`src/rtl/washrm_tank_refill_if.sv`:
```
// Tank refill handshake bundle between the restroom controller and the
// owner-side refill controller.
interface washrm_tank_refill_if;
   logic       refill_req;
   logic       lvl_low_sns;
   logic       lvl_full_sns;
   logic       fault_clr;
   logic       motor_on;
   logic       water_level;
   logic       refill_busy;
   logic       fault;
   logic [1:0] fault_code;
   logic [7:0] fill_count;

   modport master (
      output refill_req,
      output lvl_low_sns,
      output lvl_full_sns,
      output fault_clr,
      input  motor_on,
      input  water_level,
      input  refill_busy,
      input  fault,
      input  fault_code,
      input  fill_count
   );

   modport slave (
      input  refill_req,
      input  lvl_low_sns,
      input  lvl_full_sns,
      input  fault_clr,
      output motor_on,
      output water_level,
      output refill_busy,
      output fault,
      output fault_code,
      output fill_count
   );
endinterface

```
`src/rtl/washrm_tank_refill.sv`:
```
// Owner-side tank refill controller: Moore FSM with start delay,
// fill timeout, settle re-check, fault latch and refill counter.
module washrm_tank_refill #(
   parameter int START_DLY    = 4,
   parameter int FILL_TIMEOUT = 20,
   parameter int SETTLE_CYC   = 3,
   parameter int CNT_W        = 16
) (
   input  logic                  clk,
   input  logic                  rst_n,
   washrm_tank_refill_if.slave   bus
);

   typedef enum logic [2:0] {
      S_IDLE,
      S_START,
      S_FILL,
      S_SETTLE,
      S_FAULT
   } state_t;

   localparam logic [CNT_W-1:0] START_LIM  = CNT_W'(START_DLY - 1);
   localparam logic [CNT_W-1:0] FILL_LIM   = CNT_W'(FILL_TIMEOUT - 1);
   localparam logic [CNT_W-1:0] SETTLE_LIM = CNT_W'(SETTLE_CYC - 1);

   state_t           r_state;
   state_t           w_next;
   logic [CNT_W-1:0] r_timer;
   logic [CNT_W-1:0] w_timer_nxt;
   logic             r_water;
   logic             w_water_nxt;
   logic [1:0]       r_code;
   logic [1:0]       w_code_nxt;
   logic [7:0]       r_cnt;
   logic [7:0]       w_cnt_nxt;

   logic w_trig;
   logic w_conflict;
   logic w_full;

   assign w_full     = bus.lvl_full_sns;
   assign w_conflict = bus.lvl_low_sns & bus.lvl_full_sns;
   assign w_trig     = (bus.refill_req | bus.lvl_low_sns) & ~w_full;

   always_ff @(posedge clk) begin
      if (!rst_n) begin
         r_state <= S_IDLE;
         r_timer <= '0;
         r_water <= 1'b0;
         r_code  <= 2'b00;
         r_cnt   <= 8'd0;
      end else begin
         r_state <= w_next;
         r_timer <= w_timer_nxt;
         r_water <= w_water_nxt;
         r_code  <= w_code_nxt;
         r_cnt   <= w_cnt_nxt;
      end
   end

   // Sensor conflict pre-empts every non-FAULT state.
   always_comb begin
      w_next = r_state;
      if (w_conflict && r_state != S_FAULT) begin
         w_next = S_FAULT;
      end else begin
         case (r_state)
            S_IDLE: begin
               if (w_trig) w_next = S_START;
            end
            S_START: begin
               if (w_full)                  w_next = S_IDLE;
               else if (r_timer == START_LIM) w_next = S_FILL;
            end
            S_FILL: begin
               if (w_full)                   w_next = S_SETTLE;
               else if (r_timer == FILL_LIM) w_next = S_FAULT;
            end
            S_SETTLE: begin
               if (r_timer == SETTLE_LIM)
                  w_next = w_full ? S_IDLE : S_START;
            end
            S_FAULT: begin
               if (bus.fault_clr && !w_conflict) w_next = S_IDLE;
            end
            default: w_next = S_IDLE;
         endcase
      end
      if (w_next != r_state || r_state == S_IDLE || r_state == S_FAULT)
         w_timer_nxt = '0;
      else
         w_timer_nxt = r_timer + 1'b1;
   end

   always_comb begin
      w_water_nxt = r_water;
      w_code_nxt  = r_code;
      w_cnt_nxt   = r_cnt;
      if (w_conflict && r_state != S_FAULT) begin
         w_water_nxt = 1'b0;
         w_code_nxt  = 2'b10;
      end else begin
         case (r_state)
            S_IDLE: begin
               if (w_trig)      w_water_nxt = 1'b0;
               else if (w_full) w_water_nxt = 1'b1;
            end
            S_START: w_water_nxt = 1'b0;
            S_FILL: begin
               w_water_nxt = 1'b0;
               if (!w_full && r_timer == FILL_LIM) w_code_nxt = 2'b01;
            end
            S_SETTLE: begin
               if (r_timer == SETTLE_LIM && w_full) begin
                  w_water_nxt = 1'b1;
                  if (r_cnt != 8'hFF) w_cnt_nxt = r_cnt + 8'd1;
               end
            end
            S_FAULT: begin
               w_water_nxt = 1'b0;
               if (bus.fault_clr) w_code_nxt = w_conflict ? 2'b10 : 2'b00;
            end
            default: w_water_nxt = 1'b0;
         endcase
      end
   end

   assign bus.motor_on    = (r_state == S_FILL);
   assign bus.refill_busy = (r_state == S_START) | (r_state == S_FILL) |
                            (r_state == S_SETTLE);
   assign bus.fault       = (r_state == S_FAULT);
   assign bus.water_level = r_water;
   assign bus.fault_code  = r_code;
   assign bus.fill_count  = r_cnt;

endmodule

```
`src/flat_wrapper.sv`:
```
// flat-port wrapper written by rule: the top's interface ports become plain ports
module washrm_tank_refill_flat 
#(
   parameter int START_DLY    = 4,
   parameter int FILL_TIMEOUT = 20,
   parameter int SETTLE_CYC   = 3,
   parameter int CNT_W        = 16
)
  (clk, rst_n, bus_refill_req, bus_lvl_low_sns, bus_lvl_full_sns, bus_fault_clr, bus_motor_on, bus_water_level, bus_refill_busy, bus_fault, bus_fault_code, bus_fill_count);
  washrm_tank_refill_if bus_i ();
  input  logic clk;
  input  logic rst_n;
  input wire logic [$bits(bus_i.refill_req)-1:0] bus_refill_req;
  input wire logic [$bits(bus_i.lvl_low_sns)-1:0] bus_lvl_low_sns;
  input wire logic [$bits(bus_i.lvl_full_sns)-1:0] bus_lvl_full_sns;
  input wire logic [$bits(bus_i.fault_clr)-1:0] bus_fault_clr;
  output wire logic [$bits(bus_i.motor_on)-1:0] bus_motor_on;
  output wire logic [$bits(bus_i.water_level)-1:0] bus_water_level;
  output wire logic [$bits(bus_i.refill_busy)-1:0] bus_refill_busy;
  output wire logic [$bits(bus_i.fault)-1:0] bus_fault;
  output wire logic [$bits(bus_i.fault_code)-1:0] bus_fault_code;
  output wire logic [$bits(bus_i.fill_count)-1:0] bus_fill_count;
  assign bus_i.refill_req = bus_refill_req;
  assign bus_i.lvl_low_sns = bus_lvl_low_sns;
  assign bus_i.lvl_full_sns = bus_lvl_full_sns;
  assign bus_i.fault_clr = bus_fault_clr;
  assign bus_motor_on = bus_i.motor_on;
  assign bus_water_level = bus_i.water_level;
  assign bus_refill_busy = bus_i.refill_busy;
  assign bus_fault = bus_i.fault;
  assign bus_fault_code = bus_i.fault_code;
  assign bus_fill_count = bus_i.fill_count;
  washrm_tank_refill #(.START_DLY(START_DLY), .FILL_TIMEOUT(FILL_TIMEOUT), .SETTLE_CYC(SETTLE_CYC), .CNT_W(CNT_W)) u_core (.clk(clk), .rst_n(rst_n), .bus(bus_i));
endmodule
```
`config.mk`:
```
export PLATFORM = sky130hd
export DESIGN_NAME = washrm_tank_refill_flat
export DESIGN_NICKNAME = d
export VERILOG_FILES = /design/src/rtl/washrm_tank_refill_if.sv /design/src/rtl/washrm_tank_refill.sv /design/src/flat_wrapper.sv
export SDC_FILE = /design/constraint.sdc
export NUM_CORES = 1
export LEC_CHECK = 0
export BUFFER_PORTS_ARGS = -buffer_cell sky130_fd_sc_hd__buf_4
export CAP_MARGIN = 20
export CORE_ASPECT_RATIO = 0.5
export CORE_MARGIN = 3
export CORE_UTILIZATION = 55
export CTS_CLUSTER_DIAMETER = 100
export DETAILED_ROUTE_END_ITERATION = 10
export PLACE_DENSITY = 0.85
export REMOVE_ABC_BUFFERS = 1
export SYNTH_ARGS = -nofsm -noshare
export SYNTH_HDL_FRONTEND = slang
export SYNTH_SLANG_ARGS = --single-unit
export TNS_END_PERCENT = 100
```
`constraint.sdc`:
```
create_clock -name clk -period 2.8 [get_ports clk]
set_input_delay 0.28 -clock clk [delete_from_list [all_inputs] [get_ports clk]]
set_output_delay 0.28 -clock clk [all_outputs]
set_load 0.02 [all_outputs]
```
==> impl_metrics.yaml <==
status:
  status: "finished clean"
timing:
  period_needed_ns: 2.240
  fin_crit_sh_pct: 79.99
  maxSlewHeadroom_pct: 62.88
  finalSetupViolCount: 0
  finalSetupTns_ns: 0
  setup_ws_ns: 0.5602
  tightest_slew_ns: 0.5525
  fmax_ghz: 0.4465
  report.final.slew_viol_count: 0
  skew_ns: 0.005434
  final-hold-violation-count: 0
  whs_ns: 0.3069
  rsz0062_at_grt: "no"
detailed_routing:
  routed_wl_um: 3031
  postRouteAntennaNets: 0
  avgViaCountPerCell: 5.489
  wl_per_cell_um: 12.79
  drtPass1Iterations: 4
  dr.first_iter.drc_count: 77
  drcViolationCount: 0
  vias: 1301
cts:
  cts_hold_buf: 0
  cts_made_buffers: 5
  clkTransAtPathRegs_ns: 0.07
  cts_setup_buffers: 0
  tritoncts: "done"
  cts_root_buf: "clkbuf_8"
  cts.sinks: 30
  clk_latency_ns: 0.28
  cts_resized: 0
  clk_path_buf_depth: 2
  cts_htree_levels: 2
synth:
  yosysWarnings: 0
  ys_top_cells_by_area: "dfxtp_1, xnor2_1, xor2_1"
  syn_area_per_cell_um2: 8.528
  ys_ff_latch: 30
  synth_cell_type_count: 35
  synth-async-reset-ratio_pct: 0
  netlist.top_cell.by_area: "dfxtp_1"
  syn-cell-area_um2: 1526
  yosysSeqAreaShare_pct: 39.34
  synth_top_area_share_pct: 39.34
  ys.flop_type: "dfxtp_1"
  synth_edf_count: 0
  synthCells: 179
die:
  num_io_pins: 20
  dieArea_um2: 3482
  core_area_um2: 2417
  die_w_um: 80.51
  start_util_pct: 63.15
  die_y_um: 43.25
  rows: 12
global_routing:
  overflow: 0
  grt_max_degree: 17
  grt_pass1_vias: 1196
  grt.total_usage_pct: 19.54
  grt_pass1_wl_um: 5237
  antenna_found_initial: 0
placement:
  gp_congestion: 0.8799
  place_area_um2: 1685
  port-buffer-count: 19
  dp_hpwl_um: 2171
  dp_worst_setup_slack_ns: 0.5781
setup_path:
  path_cells: "nor4_1 > nand4_1 > o21ai_0 > a31oi_1 > mux2i_2 > buf_4 > nor2_1"
  path_delay_family: "simple AND/OR/NAND/NOR gates"
  rrSetupSlack_ns: 0.56
  cp-start-kind: "register"
  cp_slowest_stage_delay_ns: 0.39
  r2r_start: "u_core.r_timer[11]"
  required_ns: 2.97
  crit_fanout: 10
  worst_path_max_delay_cell: "nor4_1"
  r2r_cells: 7
  r2r_end: "u_core.r_timer[13]"
  endpoint_kind: "register"
  cp_num_buf_inv: 1
  path_class: "reg -> reg"
  worst_ep_arrival_time_ns: 2.41
final_layout:
  final_area_um2: 1777
  syn_to_final_growth_pct: 16.39
  fill_cells: 183
  antenna_cells: 0
  nets: 210
  drive_gt1_share_pct: 14.85
  final_cell_mix: "dfxtp_1, nor2_1, buf_4"
  final_common_cell: "dfxtp_1"
worst_hold_path:
  min_to: "u_core.bus.fault_code[0]"
  hold_class: "in -> reg"
  min_path_cells: 4
  hold_start: "bus_fault_clr"
pwr:
  p_leak_uw: 0.0006937
  power_density_nw_per_um2: 472.3
  vdd_drop_max_uv: 268.7
run:
  cap_violations: 0
-- Yosys cell counts, types with 3 or more instances --
cell type   n
a21oi_1     3
and2_1     10
and3_1      8
dfxtp_1    30
ha_1        3
inv_1       7
nand2_1    16
nand3_1     7
nand4_1     7
nor2_1     23
nor2b_1     3
nor3_1      5
o21ai_0     8
xnor2_1    11
xor2_1     10
-- layer usage --
layer  vias to the layer above  global-route usage (%)  share of wire (%)
li1                        661                       -                  -
met1                       600                   24.36                 48
met2                        35                   31.41                 46
met3                         5                   7.203                5.3
met4                         0                   6.061               0.76
met5                         -                       0                  0
-- tightest hold or removal path, cell delays in order --
cell and delay [ns]:
buf_4 0.09, nand2_1 0.05, nand2_1 0.06, a21oi_1 0.06
-- metrics by stage --
stage / total power, µW / std cells / utilization [%]
finish: 839.1 / 237 / 73.50
global route: 874.0 / 237 / 73.50
CTS: 845.3 / 237 / 73.50
detailed placement: 492.6 / 229 / 69.72
global placement: 491.2 / 229 / 69.72
floorplan: 470.7 / 174 / -
-- how the worst max path moves through the flow --
stage	start	endpoint	slack, ns	cells past startpoint
floorplan	u_core.r_state[0]	u_core.bus.fill_count[7]	0.81	6
global placement	u_core.r_state[0]	u_core.bus.fill_count[3]	0.64	6
detailed placement	u_core.r_timer[11]	u_core.r_timer[10]	0.58	7
CTS	u_core.r_timer[11]	u_core.r_timer[13]	0.56	7
global route	u_core.r_timer[11]	u_core.r_timer[4]	0.33	7
finish	u_core.r_timer[11]	u_core.r_timer[13]	0.56	7
-- power breakdown --
group / internal [µW] / switching, µW / leakage (µW)
Combinational: 20.6 / 25.9 / 0.000403
Clock: 198 / 158 / 0.0000482
Sequential: 431 / 6.03 / 0.000242
Total: 649 / 190 / 0.000694
-- registers in the layout (all words and copies together) (netlist names) --
signal and count:
u_core.bus.fill_count 8, u_core.bus.fault_code 2, u_core.bus.water_level 1, u_core.r_state 3, u_core.r_timer 16
-- final cells by class --
type	instances	area, µm²	area share, %
multi-input cells	137	864.6	48.66
flip-flops and latches	30	600.6	33.80
well taps	35	43.79	2.465
inverters	7	26.28	1.479
clock buffers	7	86.33	4.859
clock inverters	1	5.005	0.2817
repair buffers	20	150.1	8.451
-- cell families (layout without fill, tap and decap cells) --
| group | Yosys count | count (layout) | synth area share (%) |
|---|---|---|---|
| AO/OA/AOI/OAI | 20 | 20 | 9.426 |
| XOR/XNOR | 21 | 21 | 12.05 |
| adder cells (fa/ha/maj) | 3 | 3 | 2.459 |
| buffers and inverters | 12 | 35 | 4.016 |
| flip-flops | 30 | 30 | 39.34 |
| multiplexers | 2 | 2 | 1.557 |
| AND/OR/NAND/NOR | 91 | 91 | 31.15 |
Note: power is estimated with default switching activity, not from simulation.
